File: config.mk
export PLATFORM = sky130hd
export DESIGN_NAME = cm_dcnt
export DESIGN_NICKNAME = d
export VERILOG_FILES = /design/src/rtl/cm_pkg.sv /design/src/rtl/cm_dcnt.sv
export SDC_FILE = /design/constraint.sdc
export NUM_CORES = 1
export LEC_CHECK = 0
export CAP_MARGIN = 20
export CORE_MARGIN = 5
export CORE_UTILIZATION = 30
export CTS_CLUSTER_SIZE = 25
export DETAILED_ROUTE_END_ITERATION = 7
export GPL_TIMING_DRIVEN = 0
export SYNTH_ARGS = -nofsm -noshare
export SYNTH_HDL_FRONTEND = slang
export SYNTH_SLANG_ARGS = --single-unit
File: constraint.sdc
create_clock -name I_clk -period 1.55 [get_ports I_clk]
set_clock_uncertainty 0.15 [all_clocks]
set_input_delay 0.3875 -clock I_clk [delete_from_list [all_inputs] [get_ports I_clk]]
set_output_delay 0.3875 -clock I_clk [all_outputs]
set_load 0.1 [all_outputs]
File: src/rtl/cm_pkg.sv
// Shared definitions for the cm_* counter blocks: default widths and the
// down-counter FSM state encoding.
package cm_pkg;

    localparam int CM_DCNT_WIDTH = 8;

    typedef enum logic [1:0] {
        CM_DCNT_IDLE = 2'd0,
        CM_DCNT_RUN  = 2'd1,
        CM_DCNT_DONE = 2'd2
    } cm_dcnt_state_t;

endpackage

File: src/rtl/cm_dcnt.sv
// Down-counting loop-index generator: emits N-1 .. 0 over a valid/ready handshake.
// Optional macro CM_DCNT_STEP_EN adds a per-loop decrement step (I_cnt_step).
module cm_dcnt
    import cm_pkg::*;
#(
    parameter int C_WIDTH = CM_DCNT_WIDTH
) (
    input  logic               I_clk,
    input  logic               I_rst_n,
    input  logic               I_cnt_en,
    input  logic               I_start,
    input  logic [C_WIDTH-1:0] I_cnt_upper,
`ifdef CM_DCNT_STEP_EN
    input  logic [C_WIDTH-1:0] I_cnt_step,
`endif
    input  logic               I_cnt_ready,
    output logic               O_cnt_valid,
    output logic [C_WIDTH-1:0] O_cnt,
    output logic               O_under_flag,
    output logic               O_busy,
    output logic               O_done,
    output logic [1:0]         O_state
);

    // Handshake: an index transfers on every rising edge where O_cnt_valid and
    // I_cnt_ready are both high; O_cnt/O_under_flag hold while valid is unanswered.

    localparam logic [C_WIDTH-1:0] ONE = C_WIDTH'(1);

    cm_dcnt_state_t     r_state;
    logic               r_cnt_valid;
    logic [C_WIDTH-1:0] r_cnt;
    logic               r_under_flag;
    logic               r_busy;
    logic               r_done;

    logic [C_WIDTH-1:0] w_step_in;
    logic [C_WIDTH-1:0] w_step;
    logic [C_WIDTH-1:0] w_first;
    logic [C_WIDTH-1:0] w_next;
    logic               w_xfer;

`ifdef CM_DCNT_STEP_EN
    logic [C_WIDTH-1:0] r_step;

    // A zero step would stall the loop forever, so it degrades to 1.
    assign w_step_in = (I_cnt_step == '0) ? ONE : I_cnt_step;
    assign w_step    = r_step;

    always_ff @(posedge I_clk or negedge I_rst_n) begin
        if (!I_rst_n) begin
            r_step <= ONE;
        end else if (I_cnt_en && I_start && r_state == CM_DCNT_IDLE) begin
            r_step <= w_step_in;
        end
    end
`else
    assign w_step_in = ONE;
    assign w_step    = ONE;
`endif

    assign w_first = I_cnt_upper - ONE;
    assign w_next  = r_cnt - w_step;
    assign w_xfer  = r_cnt_valid & I_cnt_ready;

    always_ff @(posedge I_clk or negedge I_rst_n) begin
        if (!I_rst_n) begin
            r_state      <= CM_DCNT_IDLE;
            r_cnt_valid  <= 1'b0;
            r_cnt        <= '0;
            r_under_flag <= 1'b0;
            r_busy       <= 1'b0;
            r_done       <= 1'b0;
        end else if (!I_cnt_en) begin
            r_state      <= CM_DCNT_IDLE;
            r_cnt_valid  <= 1'b0;
            r_cnt        <= '0;
            r_under_flag <= 1'b0;
            r_busy       <= 1'b0;
            r_done       <= 1'b0;
        end else begin
            case (r_state)
                CM_DCNT_IDLE: begin
                    r_done <= 1'b0;
                    if (I_start) begin
                        r_busy <= 1'b1;
                        if (I_cnt_upper != '0) begin
                            r_state      <= CM_DCNT_RUN;
                            r_cnt        <= w_first;
                            r_cnt_valid  <= 1'b1;
                            r_under_flag <= (w_first < w_step_in);
                        end else begin
                            r_state <= CM_DCNT_DONE;
                            r_done  <= 1'b1;
                        end
                    end
                end
                CM_DCNT_RUN: begin
                    if (w_xfer) begin
                        if (r_under_flag) begin
                            r_state      <= CM_DCNT_DONE;
                            r_cnt_valid  <= 1'b0;
                            r_cnt        <= '0;
                            r_under_flag <= 1'b0;
                            r_done       <= 1'b1;
                        end else begin
                            // Flag is clear only when r_cnt >= step, so this cannot wrap.
                            r_cnt        <= w_next;
                            r_under_flag <= (w_next < w_step);
                        end
                    end
                end
                CM_DCNT_DONE: begin
                    r_state <= CM_DCNT_IDLE;
                    r_done  <= 1'b0;
                    r_busy  <= 1'b0;
                end
                default: begin
                    r_state      <= CM_DCNT_IDLE;
                    r_cnt_valid  <= 1'b0;
                    r_cnt        <= '0;
                    r_under_flag <= 1'b0;
                    r_busy       <= 1'b0;
                    r_done       <= 1'b0;
                end
            endcase
        end
    end

    assign O_cnt_valid  = r_cnt_valid;
    assign O_cnt        = r_cnt;
    assign O_under_flag = r_under_flag;
    assign O_busy       = r_busy;
    assign O_done       = r_done;
    assign O_state      = r_state;

endmodule
Word level (Yosys, flattened, before mapping)
Cells that the tools add are included.
- add/sub/neg operators: 2
- magnitude comparators: 2
- equality and inequality tests: 8
- muxes and demuxes: 33
- bitwise logic cells: 1
- reductions and logical operators: 7
- operator list (cell ; count):
    8-bit two-way mux ; 5
    8-bit one-hot mux with 3 select lines ; 1
    1-bit two-way mux ; 17
    8-bit by 1-bit < comparator with 1-bit output, second input constant ; 2
    8-bit by 1-bit subtractor with 8-bit output, second input constant ; 2
    3-bit inequality test, second input constant ; 4
    2-bit two-way mux ; 5
    8-bit nonzero test ; 1
    1-bit one-hot mux with 3 select lines ; 2
    5-bit AND reduction ; 1
    2-bit inequality test, second input constant ; 2
    1-bit one-hot mux with 2 select lines ; 2
    2-bit one-hot mux with 2 select lines ; 1
    2-bit AND reduction ; 2
    4-bit AND reduction ; 1
    3-bit AND reduction ; 1
    2-bit by 1-bit == test with 1-bit output, second input constant ; 1
    2-bit == test, second input constant ; 1
    2-bit zero test ; 1
    1-bit bitwise AND ; 1
- register bits: 14
- input bits: 13
- output and inout port bits: 14
- word-level logic and storage cells: 59

Longest topological paths before layout
Gate-level depths: netlist of the first run.
- depth after elaboration: 6
- mapped depth: 8
- depth with buffers taken out: 7

Worst setup path after synthesis of the first run
OpenSTA, ideal clock, no wires.
- kind: register to register
- start point: reg r_state[0] (netlist: O_state[0])
- end point: reg r_cnt[2] (netlist: O_cnt[2])
- setup time: 0.078 ns
- arrival time: 2.097 ns
- required time: 1.322 ns
- path slack: -0.775 ns
- cell stages (with the launch flop): 7
- buffers on the path: 1
- period minus slack after synthesis: 2.325 ns
- path through: dfrtp_1 > clkbuf_1 > nor3b_1 > nand2_1 > o22ai_1 > nand2b_1 > a21oi_1
- cells in the longest elaborated chain, start to end: 3
- elaborated cells between the ends (all ways): 10
- those cells by class: eq/ne: 6; mux: 2; reduce/logical: 2
- RTL lines (what ; line ; RTL):
    start, declared ; cm_dcnt.sv:30 ; cm_dcnt_state_t r_state;
    start signal, assigned ; cm_dcnt.sv:68 ; r_state <= CM_DCNT_IDLE;
    start signal, assigned ; cm_dcnt.sv:75 ; r_state <= CM_DCNT_IDLE;
    start signal, assigned ; cm_dcnt.sv:88 ; r_state <= CM_DCNT_RUN;
    2-bit by 1-bit == test with 1-bit output (tied with other cells) ; cm_dcnt.sv:82 ; case (r_state)
    3-bit inequality test (no line) (tied with other cells) ; - ;
    4-bit AND reduction (no line) / 8-bit two-way mux (equally long branches) ; - ;
    end signal, assigned ; cm_dcnt.sv:89 ; r_cnt <= w_first;
    end signal, assigned ; cm_dcnt.sv:108 ; r_cnt <= w_next;
    end, declared ; cm_dcnt.sv:32 ; logic [C_WIDTH-1:0] r_cnt;
Parallel ways exist; a longest one is shown, timed or not.
A chain may end at the register's enable or synchronous reset.

Final worst setup path of the first run
- start point: in I_cnt_upper[1]
- end point: reg r_cnt[1] (netlist: O_cnt[1])
- cells in the longest elaborated chain, start to end: 5
- elaborated cells between the ends (all ways): 8
- those cells by class: add/sub: 1; eq/ne: 1; mux: 4; reduce/logical: 2
- RTL lines (what ; line ; RTL):
    start, declared ; cm_dcnt.sv:12 ; input logic [C_WIDTH-1:0] I_cnt_upper,
    8-bit by 1-bit subtractor with 8-bit output ; cm_dcnt.sv:62 ; assign w_first = I_cnt_upper - ONE;
    8-bit two-way mux ; cm_dcnt.sv:87 ; if (I_cnt_upper != '0) begin
    8-bit two-way mux ; cm_dcnt.sv:85 ; if (I_start) begin
    8-bit one-hot mux with 3 select lines ; cm_dcnt.sv:82 ;
    8-bit two-way mux ; cm_dcnt.sv:74 ; end else if (!I_cnt_en) begin
Parallel ways exist; a longest one is shown, timed or not. The select of a mux whose other input is x is not followed.

==> results.py, run 1 <==
metrics = {
    "run_status": {
        "status": "finished with violations",
        "violations": "negative setup slack",
    },
    "placed_design": {
        "dp_slack_ps": -1248,
        "portBuffers": 25,
        "place_congestion": 0.8795,
        "dp_hpwl_um": 2499,
    },
    "grt": {
        "grt_pass1_vias": 1190,
        "grt_max_degree": 15,
        "grt_pass1_wl_um": 5699,
        "overflow": 0,
        "grt_usage_pct": 13.85,
        "antenna_found_initial": 0,
    },
    "yosys": {
        "synth_area_leader_cell": "dfrtp_1",
        "async_flop_share_pct": 100.0,
        "synth.area.top_cells": "dfrtp_1 (30%), ha_1 (5.4%), a21oi_1 (4.7%)",
        "syn-cell-area_mm2": 0.001167,
        "ys_seq_area_share_pct": 30.01,
        "synth.distinct_cells": 46,
        "ys_warn_count": 0,
        "synth.net_count": 161,
        "ys_dominant_reg_cell": "dfrtp_1",
        "synth_top_area_share_pct": 30.01,
        "synth_common_cells": "dfrtp_1 (14), nor2_1 (13), nand2_1 (12)",
        "synth_cells": 143,
        "synth_most_common_cell": "dfrtp_1",
        "synth_edf_count": 0,
        "avgSynthCellArea_um2": 8.163,
        "synth_seq_cells": 14,
    },
    "final_layout": {
        "diodes": 0,
        "nFillCells": 359,
        "fin_nets": 198,
        "drive_above_1_share_pct": 44.38,
        "area_growth_pct": 53.70,
    },
    "drt": {
        "wire_per_inst_um": 14.97,
        "dr.pass1.iters": 4,
        "dr.first_iter.drc_count": 116,
        "vias_per_cell": 5.367,
        "drcViolationCount": 0,
        "wirelength_um": 3383,
        "vias": 1213,
        "postRouteAntennaNets": 0,
    },
    "floorplanning": {
        "row_count": 22,
        "die_x_um": 72.38,
        "ioPinCount": 27,
        "core_mm2": 0.003716,
        "die_area_mm2": 0.005239,
        "initial_core_util_pct": 31.41,
        "fp.dieH_um": 72.38,
    },
    "power_and_ir_drop": {
        "seqPwrFrac_pct": 26.7,
        "internal-power_mw": 0.9855,
        "peakVddDrop_mv": 0.7142,
        "swShare_pct": 49.44,
        "clkPwrFrac_pct": 15.6,
        "pwr-share-comb_pct": 57.7,
        "net-switching-power_mw": 0.9637,
        "power_density_mw_per_mm2": 1086,
        "total_leakage_power_nw": 0.7449,
    },
    "clocking": {
        "path_clk_slew_ps": 60,
        "insertion_delay_ps": 250,
        "clock_path_buffers": 2,
        "clock_sinks": 14,
        "htreeDepth": 1,
        "cts_hold_buf": 0,
        "tritoncts": "yes",
        "root_buffer": "clkbuf_8",
        "cts_buffers": 3,
    },
    "critical_path": {
        "crit_type": "input port to register",
        "required_ps": 1520,
        "critPathArrivalTime_ps": 1830,
        "start_kind": "input port",
        "slowest_delay_ps": 480,
        "crit_slowest_cell": "or4b_4",
        "path_cells": "buf_12 -> inv_16 -> ha_4 -> or4b_4 -> o21ai_4 -> a2bb2oi_4 -> buf_6 -> nand2_4 -> mux2i_1",
        "worstPathMaxFanout": 5,
        "end_kind": "register",
    },
    "sta": {
        "setup-violations-final": 11,
        "fmax_mhz": 537.6,
        "max_slew_margin_pct": 56.48,
        "rsz0062_at_grt": "yes",
        "tightest_slew_ps": 650.7,
        "maxSlewViolCount": 0,
        "fin_crit_sh_pct": 120.0,
        "worst_slack_ps": -310.2,
        "period_minus_slack_ps": 1860,
        "tns_ps": -2861,
        "finalHoldViolCount": 0,
    },
    "hold_path": {
        "hold_class": "input port to register",
    },
    "run": {
        "maxCapViolations": 0,
    },
}
sequential cells by signal, indices dropped and copies added, names as in the netlist:
register and flops:
O_busy 1, O_done 1, O_cnt 8, O_state 2
O_under_flag 1, O_cnt_valid 1
layout make-up:
| class | count | area [um2] | share of cell area, % |
|---|---|---|---|
| Clock buffer | 3 | 41.29 | 2.301 |
| Inverter | 7 | 50.05 | 2.789 |
| Multi-Input combinational cell | 115 | 915.9 | 51.05 |
| Tap cell | 48 | 60.06 | 3.347 |
| Sequential cell | 14 | 370.4 | 20.64 |
| Timing Repair Buffer | 35 | 330.3 | 18.41 |
| Buffer | 4 | 26.28 | 1.464 |
worst max-delay path, delay by kind of cell:
| kind | cells | cell delay (ps) |
|---|---|---|
| buffers and inverters | 3 | 310 |
| adders and majority gates | 1 | 100 |
| AOI/OAI and AO/OA | 2 | 380 |
| muxes | 1 | 120 |
| and+or+nand+nor | 2 | 530 |
final timing paths:
check	to	cells past startpoint	slack, ps	from
min reg2reg	O_busy	1	360	O_busy
max in group asynchronous	O_state[1]	1	370	I_rst_n
max reg2reg	O_under_flag	5	-250	O_under_flag
min in group asynchronous	O_cnt[2]	1	390	I_rst_n
max	O_cnt[1]	9	-310	I_cnt_upper[1]
min	O_cnt[5]	2	330	I_cnt_en
cell usage in the layout (no fill, tap or decap), types with 4 or more instances in the layout:
master / n
buf_4: 14
a21oi_1: 11
nand2_1: 11
nor2_1: 11
buf_6: 10
dfrtp_2: 7
buf_2: 6
inv_1: 5
xor2_1: 5
o22ai_1: 5
dfrtp_1: 4
nand2b_1: 4
metrics by stage:
stage                     hold WS (ps)  cell area [um2]  instances  total power [mW]  utilization [%]
after floorplan                 -58.09             1237        143             1.250                -
after global placement           344.5             1548        216             1.508            41.65
after detailed placement         358.4             1548        216             1.514            41.65
after CTS                        313.0             1709        226             1.901            45.99
final                            328.9             1794        226             1.949            48.28
after global routing             331.2             1794        226             2.073            48.28
power groups by stage:
stage,Sequential [mW],Clock [mW],Combinational [mW]
after floorplan,0.850,0,0.400
after global placement,0.500,0,1.01
after detailed placement,0.503,0,1.01
after CTS,0.508,0.313,1.08
after global routing,0.531,0.338,1.20
final,0.520,0.304,1.13
layer usage:
layer  vias to the layer above  part of all wire [%]  global-route usage, %
met3                         4                   4.1                  3.324
met2                        32                    51                  22.45
met5                         -                     0                      0
met4                         0                   1.4                  5.123
li1                        590                     -                      -
met1                       587                    43                  17.81
cell families after synthesis:
family / after synthesis / share of synthesized area (%)
fa+ha+maj: 5 / 5.359
compound gates: 40 / 23.26
simple gates: 61 / 29.15
flops: 14 / 30.01
mux: 2 / 1.715
buf+inv: 14 / 5.251
xor+xnor: 7 / 5.252
timing repair:
| action | CTS | global route |
|---|---|---|
| gates cloned | 1 | 0 |
| buffers inserted | 9 | 0 |
| gates resized for setup | 137 | 26 |
| endpoints found under the setup margin | 27 | 18 |
| pin swaps | 10 | 8 |
Power figures use the tool's default switching activity.
==> run 2: changes to the inputs <==
- CELL_PAD_IN_SITES_DETAIL_PLACEMENT: unset -> 0
- CELL_PAD_IN_SITES_GLOBAL_PLACEMENT: unset -> 1
- PLACE_DENSITY_LB_ADDON: unset -> 0.1
==> run 2 against run 1 <==
  * Highest routed layer unchanged
  * The run still ends with negative setup slack left
  * Hold slack got worse by 0.74 ps
  * Final cell count unchanged
  * Sequential power about the same
  * Largest power group unchanged
  * Largest cell class unchanged
  * Global-route usage increased by 0.89 points
  * Die area unchanged
==> results.py, run 2 (synthesis results as in run 1) <==
metrics = {
    "drt": {
        "dr.pass1.iters": 4,
        "postRouteAntennaNets": 0,
        "drcViolationCount": 0,
        "wire_per_inst_um": 16.49,
        "vias_per_cell": 5.310,
        "vias": 1200,
        "dr.first_iter.drc_count": 77,
        "wirelength_um": 3726,
    },
    "placed_design": {
        "place_congestion": 0.8166,
        "dp_slack_ps": -1267,
        "portBuffers": 25,
        "dp_hpwl_um": 2704,
    },
    "grt": {
        "grt_usage_pct": 14.74,
        "overflow": 0,
        "grt_max_degree": 15,
        "antenna_found_initial": 0,
        "grt_pass1_vias": 1223,
        "grt_pass1_wl_um": 6085,
    },
    "critical_path": {
        "ff2ff_path_depth": 5,
        "crit_type": "input port to register",
        "end_kind": "register",
        "r2r_start": "O_under_flag",
        "reg2reg_to": "O_under_flag",
        "start_kind": "input port",
        "required_ps": 1530,
        "critPathArrivalTime_ps": 1840,
        "r2r_slack_ps": -230,
        "worstPathMaxFanout": 5,
    },
    "floorplanning": {
        "core_mm2": 0.003716,
        "initial_core_util_pct": 31.41,
        "fp.dieH_um": 72.38,
        "die_x_um": 72.38,
        "row_count": 22,
        "ioPinCount": 27,
        "die_area_mm2": 0.005239,
    },
    "sta": {
        "fin_crit_sh_pct": 120.3,
        "max_slew_margin_pct": 52.25,
        "fmax_mhz": 536.4,
        "setup-violations-final": 10,
        "tightest_slew_ps": 714.0,
        "worst_slack_ps": -314.2,
        "finalHoldViolCount": 0,
        "rsz0062_at_grt": "yes",
        "period_minus_slack_ps": 1864,
        "maxSlewViolCount": 0,
    },
    "final_layout": {
        "fin_nets": 197,
        "nFillCells": 378,
        "diodes": 0,
        "largest_reg_flops": 8,
        "drive_above_1_share_pct": 42.13,
        "area_growth_pct": 56.70,
        "final_cell_mix": "nor2_1 (12), nand2_1 (12), buf_4 (11)",
    },
    "clocking": {
        "root_buffer": "clkbuf_8",
        "htreeDepth": 1,
        "clock_sinks": 14,
        "insertion_delay_ps": 250,
        "clock_path_buffers": 2,
        "cts_hold_buf": 0,
        "path_clk_slew_ps": 70,
        "cts_buffers": 3,
        "tritoncts": "yes",
    },
    "run_status": {
        "violations": "negative setup slack",
        "status": "finished with violations",
    },
    "power_and_ir_drop": {
        "peakVddDrop_mv": 0.6402,
        "power.total_mw": 2.057,
        "power_density_mw_per_mm2": 1125,
        "total_leakage_power_nw": 0.7540,
    },
    "hold_path": {
        "hold_class": "input port to register",
        "hp-start": "I_cnt_en",
        "whs_endpoint": "O_cnt[5]",
        "min_delay_path_depth": 2,
    },
    "run": {
        "maxCapViolations": 0,
    },
}
## run 2: changes by cell type in the layout (fill, tap and decap cells not counted), sizes merged
cell / previous run / this run
buf: 33 / 31
clkbuf: 4 / 5
clkdlybuf4s15: 1 / 2
## run 2: report_power, final
group	leakage, nW	total [mW]	switching (mW)	internal [mW]
Clock	0.0288	0.379	0.154	0.225
Sequential	0.171	0.523	0.0993	0.424
Combinational	0.554	1.15	0.749	0.406
Total	0.754	2.06	1.00	1.06
## run 2: worst max-delay path, stage by stage
cell and delay (ps):
buf_12 110, inv_8 40, ha_4 110, or4b_4 490
o21ai_4 190, a2bb2oi_4 200, buf_6 150, nand2b_4 120
a21oi_2 50
## run 2: what timing repair did
action / 4_1_cts / 5_1_grt
endpoints found under the setup margin: 27 / 20
buffers inserted: 7 / 1
resized for setup: 140 / 24
gates cloned: 1 / 0
pin swaps: 9 / 10
## run 2: worst max-delay path by stage
stage               endpoint  depth (start not counted)  slack (ps)            from
floorplan           O_cnt[1]                          8        -380  I_cnt_upper[1]
global placement    O_cnt[4]                          9       -1270  I_cnt_upper[1]
detailed placement  O_cnt[3]                          9       -1270  I_cnt_upper[1]
CTS                 O_cnt[4]                          9        -320  I_cnt_upper[0]
global route        O_cnt[1]                          9        -360  I_cnt_upper[1]
finish              O_cnt[4]                          9        -310  I_cnt_upper[0]
## run 2: per-stage QoR
| step | hold WS, ps | instances | util, % | area [um2] | TNS (ps) |
|---|---|---|---|---|---|
| floorplan | -58.09 | 143 | - | 1237 | -3374 |
| global placement | 328.3 | 216 | 41.65 | 1548 | -21690 |
| detailed placement | 342.0 | 216 | 41.65 | 1548 | -22090 |
| CTS | 317.5 | 225 | 46.30 | 1720 | -2891 |
| global route | 329.3 | 226 | 49.23 | 1829 | -3319 |
| finish | 328.2 | 226 | 49.23 | 1829 | -2932 |
## run 2: per-layer routing
layer	routed length [um]	up-vias	track usage [%]
met3	146	4	3.047
met4	49	0	3.689
met2	1782	23	24.47
met5	0	-	0
met1	1747	580	19.51
li1	-	593	-
## run 2: area by class of cell
class | instances | area (um2) | area share, %
buffer | 4 | 26.28 | 1.436
clock buffer | 4 | 55.05 | 3.010
inverter | 7 | 50.05 | 2.736
multi-input combinational | 115 | 919.6 | 50.27
sequential | 14 | 370.4 | 20.25
tap | 48 | 60.06 | 3.283
timing repair buffer | 34 | 347.8 | 19.02
==> run 3: changes to the inputs <==
- GPL_ROUTABILITY_DRIVEN: unset -> 0
- RECOVER_POWER: unset -> 100
==> run 3 against run 2 <==
  * The run still ends with negative setup slack left
  * Flip-flop and latch count did not move
  * Critical path depth is the same
  * Final cell count unchanged
  * Routed wire length hardly changed
  * Non-clock buffer count did not move
  * Clock power hardly changed
  * Hold slack unchanged
  * First-iteration DRC count did not move
  * Critical endpoint unchanged
  * Largest power group unchanged
==> results.py, run 3 (synthesis results as in run 1) <==
metrics = {
    "run_status": {
        "status": "finished with violations",
        "violations": "negative setup slack",
    },
    "power_and_ir_drop": {
        "total_leakage_power_nw": 0.7533,
        "pwr-share-comb_pct": 56.1,
        "power_density_mw_per_mm2": 1124,
        "seqPwrFrac_pct": 25.5,
        "clkPwrFrac_pct": 18.4,
        "net-switching-power_mw": 1.002,
        "internal-power_mw": 1.054,
        "swShare_pct": 48.74,
        "peakVddDrop_mv": 0.6402,
    },
    "grt": {
        "antenna_found_initial": 0,
        "grt_max_degree": 15,
        "grt_pass1_vias": 1223,
        "grt_pass1_wl_um": 6085,
        "grt_usage_pct": 14.74,
        "overflow": 0,
    },
    "critical_path": {
        "slowest_delay_ps": 490,
        "end_kind": "register",
        "crit_slowest_cell": "or4b_4",
        "required_ps": 1530,
        "critPathArrivalTime_ps": 1840,
        "start_kind": "input port",
        "worstPathMaxFanout": 5,
        "crit_type": "input port to register",
        "r2r_slack_ps": -230,
        "path_cells": "buf_12 -> inv_8 -> ha_4 -> or4b_4 -> o21ai_4 -> a2bb2oi_4 -> buf_6 -> nand2b_4 -> a21oi_2",
    },
    "drt": {
        "dr.pass1.iters": 4,
        "dr.first_iter.drc_count": 77,
        "wire_per_inst_um": 16.48,
        "drcViolationCount": 0,
        "wirelength_um": 3725,
        "vias_per_cell": 5.310,
        "postRouteAntennaNets": 0,
        "vias": 1200,
    },
    "sta": {
        "tns_ps": -2932,
        "tightest_slew_ps": 721.0,
        "setup-violations-final": 10,
        "period_minus_slack_ps": 1864,
        "finalHoldViolCount": 0,
        "maxSlewViolCount": 0,
        "max_slew_margin_pct": 51.78,
        "worst_slack_ps": -314.2,
        "rsz0062_at_grt": "yes",
        "fmax_mhz": 536.4,
        "fin_crit_sh_pct": 120.3,
    },
    "clocking": {
        "clock_path_buffers": 2,
        "path_clk_slew_ps": 70,
        "cts_hold_buf": 0,
        "tritoncts": "yes",
        "cts_buffers": 3,
        "clock_sinks": 14,
        "insertion_delay_ps": 250,
        "root_buffer": "clkbuf_8",
        "htreeDepth": 1,
    },
    "final_layout": {
        "largest_reg_flops": 8,
        "final_core_util_pct": 49.23,
        "final_cell_mix": "nor2_1 (12), nand2_1 (12), buf_6 (10)",
        "fin_nets": 197,
        "diodes": 0,
        "area_growth_pct": 56.70,
        "nFillCells": 378,
        "drive_above_1_share_pct": 42.13,
    },
    "floorplanning": {
        "core_mm2": 0.003716,
        "fp.dieH_um": 72.38,
        "ioPinCount": 27,
        "initial_core_util_pct": 31.41,
        "row_count": 22,
        "die_area_mm2": 0.005239,
        "die_x_um": 72.38,
    },
    "run": {
        "maxCapViolations": 0,
    },
    "placed_design": {
        "dp_slack_ps": -1267,
        "portBuffers": 25,
        "dp_hpwl_um": 2704,
    },
    "hold_path": {
        "hold_class": "input port to register",
    },
}
run 3: cell types whose count changed in the layout (fill, tap and decap cells not counted):
cell,delta
buf_4,-2
clkbuf_4,+2
clkdlybuf4s50_1,-1
dlygate4sd3_1,+1
run 3: repair_timing:
item                                    CTS  global route
gates resized for setup                 140            24
gates cloned                              1             0
setup buffers                             7             1
pin swaps                                 9            10
endpoints found under the setup margin   27            20
run 3: worst max-delay path, delay by kind of cell:
family	cells	cell delay (ps)
AOI/OAI and AO/OA	3	440
buffers and inverters	3	300
and+or+nand+nor	2	610
adders and majority gates	1	110
run 3: path summary, 6_finish.rpt:
path | from | end | cells past startpoint
min in group asynchronous | I_rst_n | O_done | 1
min reg2reg | O_busy | O_busy | 1
min | I_cnt_en | O_cnt[5] | 2
max | I_cnt_upper[0] | O_cnt[4] | 9
max in group asynchronous | I_rst_n | O_state[1] | 1
max reg2reg | O_under_flag | O_under_flag | 5
run 3: area by class of cell:
| type | instances | area, um2 | area share, % |
|---|---|---|---|
| clock buffer | 4 | 55.05 | 3.010 |
| sequential | 14 | 370.4 | 20.25 |
| multi-input combinational | 115 | 919.6 | 50.27 |
| buffer | 4 | 26.28 | 1.436 |
| tap | 48 | 60.06 | 3.283 |
| timing repair buffer | 34 | 347.8 | 19.02 |
| inverter | 7 | 50.05 | 2.736 |
run 3: routing by layer:
layer	up-vias	GRT usage, %	routed length [um]
met5	-	0	0
met4	0	3.689	49
met3	4	3.047	146
met2	23	24.47	1782
met1	580	19.51	1747
li1	593	-	-
run 3: metrics by stage:
stage	hold slack, ps	total power, mW	cell area, um2	cells
2_1_floorplan	-58.09	1.250	1237	143
3_3_place_gp	328.3	1.527	1548	216
3_5_place_dp	342.0	1.527	1548	216
4_1_cts	317.5	1.994	1720	225
5_1_grt	329.3	2.179	1829	226
6_report	328.2	2.056	1829	226
run 3: power groups by stage:
stage / clock, mW / combinational [mW] / sequential (mW)
final: 0.379 / 1.15 / 0.523
after global routing: 0.417 / 1.23 / 0.533
after CTS: 0.389 / 1.10 / 0.510
after detailed placement: 0 / 1.02 / 0.505
after global placement: 0 / 1.02 / 0.503
after floorplan: 0 / 0.400 / 0.850
==> RTL edit, RTL diff (settings of run 2) <==
The package constant `CM_DCNT_WIDTH` goes from 8 to 12.
--- a/src/rtl/cm_pkg.sv
+++ b/src/rtl/cm_pkg.sv
@@ -4,3 +4,3 @@
 
-    localparam int CM_DCNT_WIDTH = 8;
+    localparam int CM_DCNT_WIDTH = 12;
 
Ports: changed (resized I_cnt_upper and O_cnt); port bits go from 27 to 35. The function was not compared with the original's and may differ.
==> RTL edit against run 2 <==
  * The flow still finishes with violations (setup timing)
  * Setup slack got worse by 0.16 ns
  * Sequential cell count increased by 4
  * Sequential power increased by 79%
  * Critical endpoint is now O_under_flag$_DFFE_PN0P_
  * Cell area increased by 51%
  * Wire length increased by 53%
  * Total power increased to 2.7 times the old value
  * Synthesized area increased by 39%
  * Critical path type is now register to register
  * Core utilization increased by 4.2 points
==> RTL edit: results (changes against run 2) <==
===========================================================================================
P_leak .......................................................................      1.08 nW   +43%
Max reg flops ................................................................           12   +4
Signal arrival time at the worst endpoint ....................................      2.01 ns   +0.17 ns
Final-stage net count ........................................................          286   +45%
Startpoint of the most critical register-to-register path .................... O_cnt[0]$_DFFE_PN0P_
Minimum setup slack in the final design ......................................    -0.474 ns   -0.160 ns
Number of buffer cells added on primary ports ................................           32   +28%
Internal portion of total power ..............................................      2.57 mW   +140%
Result of the run ............................................................ finished with violations
Final setup TNS ..............................................................     -3.43 ns   -0.495 ns
Clock buffers and inverters, area share ......................................        1.99%   -1.0 points
Fraction of area in non-clock buffers ........................................        26.8%   +6.3 points
Violations in the final reports .............................................. setup timing
Relative max-transition margin ...............................................        38.7%   -14 points
Routed wire length per instance ..............................................      17.1 um   +3.6%
Cell types with the largest area share after synthesis ....................... dfrtp_1 (28%), nor2_1 (4.4%), o21ai_1 (4.3%)
Clk. pwr .....................................................................       408 uW   +7.7%
Resized cells post-CTS .......................................................          202   +44%
Final count of negative-setup-slack endpoints ................................           19   +9
Worst vdd rail ir drop .......................................................      1.04 mV   +63%
P_sw .........................................................................      3.06 mW   +210%
Place WS .....................................................................     -1.17 ns   +0.0928 ns
Share of synthesized area occupied by flip-flops and latches .................        27.8%   -2.2 points
Multi-Input Combinational ....................................................          161   +40%
Total area of multi-input combinational cells ................................  0.00135 mm2   +46%
Number of design-rule violations left by the first detailed-router iteration .          160   +110%
Fraction of the mapped netlist area in compound gates ........................        26.3%   +3.0 points
Largest fanout of any net on the critical path ...............................            2   -3
Share of power burned in registers ...........................................        16.6%   -8.8 points
Number of global-route vias before repair ....................................         1865   +52%
M2 GR Usage ..................................................................        28.0%   +3.5 points
Maximum number of pins on one net before global-route repair .................           19   +4
Total track usage ............................................................        16.1%   +1.4 points
Cell types with the highest counts after synthesis ........................... nor2_1 (19), dfrtp_1 (18), nand2_1 (15)
Worst min-delay path category ................................................ input port to asynchronous set/reset pin
Share of the synthesized netlist area taken by xor and xnor gates ............        7.03%   +1.8 points
Register bit total from synthesis ............................................           18   +4
Deepest level of the CTS H-tree ..............................................            1   unchanged
Met3 demand-to-capacity share in global routing ..............................        1.58%   -1.5 points
Count of buffers not belonging to the clock network in the layout ............           71   +87%
Fraction of layout cells with a size suffix above 1 ..........................        54.0%   +12 points
Share of synthesized cell area in full adder, half adder and majority cells ..        3.86%   -1.5 points
Routability congestion estimate from global placement ........................        0.850   +4.1%
Number of signal-net inverters in the final layout ...........................            9   +2
Number of filler cells placed in the layout ..................................          481   +27%
Wire length of the first global-routing pass .................................      9280 um   +53%
Net count after synthesis ....................................................          220   +37%
Post-DP HPWL .................................................................      4070 um   +51%
Post-CTS setup repair buffer count ...........................................           18   +11
Via-per-instance ratio .......................................................         5.57   +5.0%
Clk Latency, worst-skew pair .................................................      0.27 ns   +0.02 ns
Number of cell instances on the worst register-to-register path ..............            7   +2
Sequential fraction of total cell area .......................................        17.3%   -2.9 points
Post-synthesis cell type count ...............................................           56   +22%
===========================================================================================
RTL edit: cell count changes in the layout (fill, tap and decap cells not counted), sizes merged, moves of 3 or more:
cell and change:
nand2b -3, nor2 +6, nor2b -3, a32o +3, nand3 +4, nor3 +5, xnor2 +5, nand4 +4
nor3b -3, nor4b +3, o21ai +12, buf +31, dfrtp +4
RTL edit: how the worst max path moves through the flow:
stage                          from                       end  slack, ns  cells after the start
2_1_floorplan  O_cnt[0]$_DFFE_PN0P_  O_under_flag$_DFFE_PN0P_      -0.73                      9
3_3_place_gp         I_cnt_upper[0]  O_under_flag$_DFFE_PN0P_      -1.16                      9
3_5_place_dp         I_cnt_upper[0]  O_under_flag$_DFFE_PN0P_      -1.17                      9
4_1_cts        O_cnt[0]$_DFFE_PN0P_  O_under_flag$_DFFE_PN0P_      -0.62                      8
5_1_grt        O_cnt[1]$_DFFE_PN0P_  O_under_flag$_DFFE_PN0P_      -0.55                      7
6_report       O_cnt[0]$_DFFE_PN0P_  O_under_flag$_DFFE_PN0P_      -0.47                      7
RTL edit: metrics by stage:
step | cells | instance area [um2] | hold WS [ns]
6_report | 333 | 2760 | 0.0877
5_1_grt | 333 | 2760 | 0.168
4_1_cts | 319 | 2470 | 0.374
3_5_place_dp | 300 | 2150 | 0.387
3_3_place_gp | 300 | 2150 | 0.377
2_1_floorplan | 198 | 1740 | -0.0581
RTL edit: layer usage:
metal	share of wire (%)	vias to the layer above
met5	0	-
met2	50	55
met3	4.4	9
li1	-	886
met4	1.7	0
met1	44	906
RTL edit: worst max-delay path, cell delays in order, from the launching register on:
cell and delay, ns:
dfrtp_4 0.49, inv_4 0.06, ha_4 0.14, or4b_4 0.48
xnor2_2 0.15, o31ai_2 0.07, a32oi_1 0.25, o21ai_1 0.10
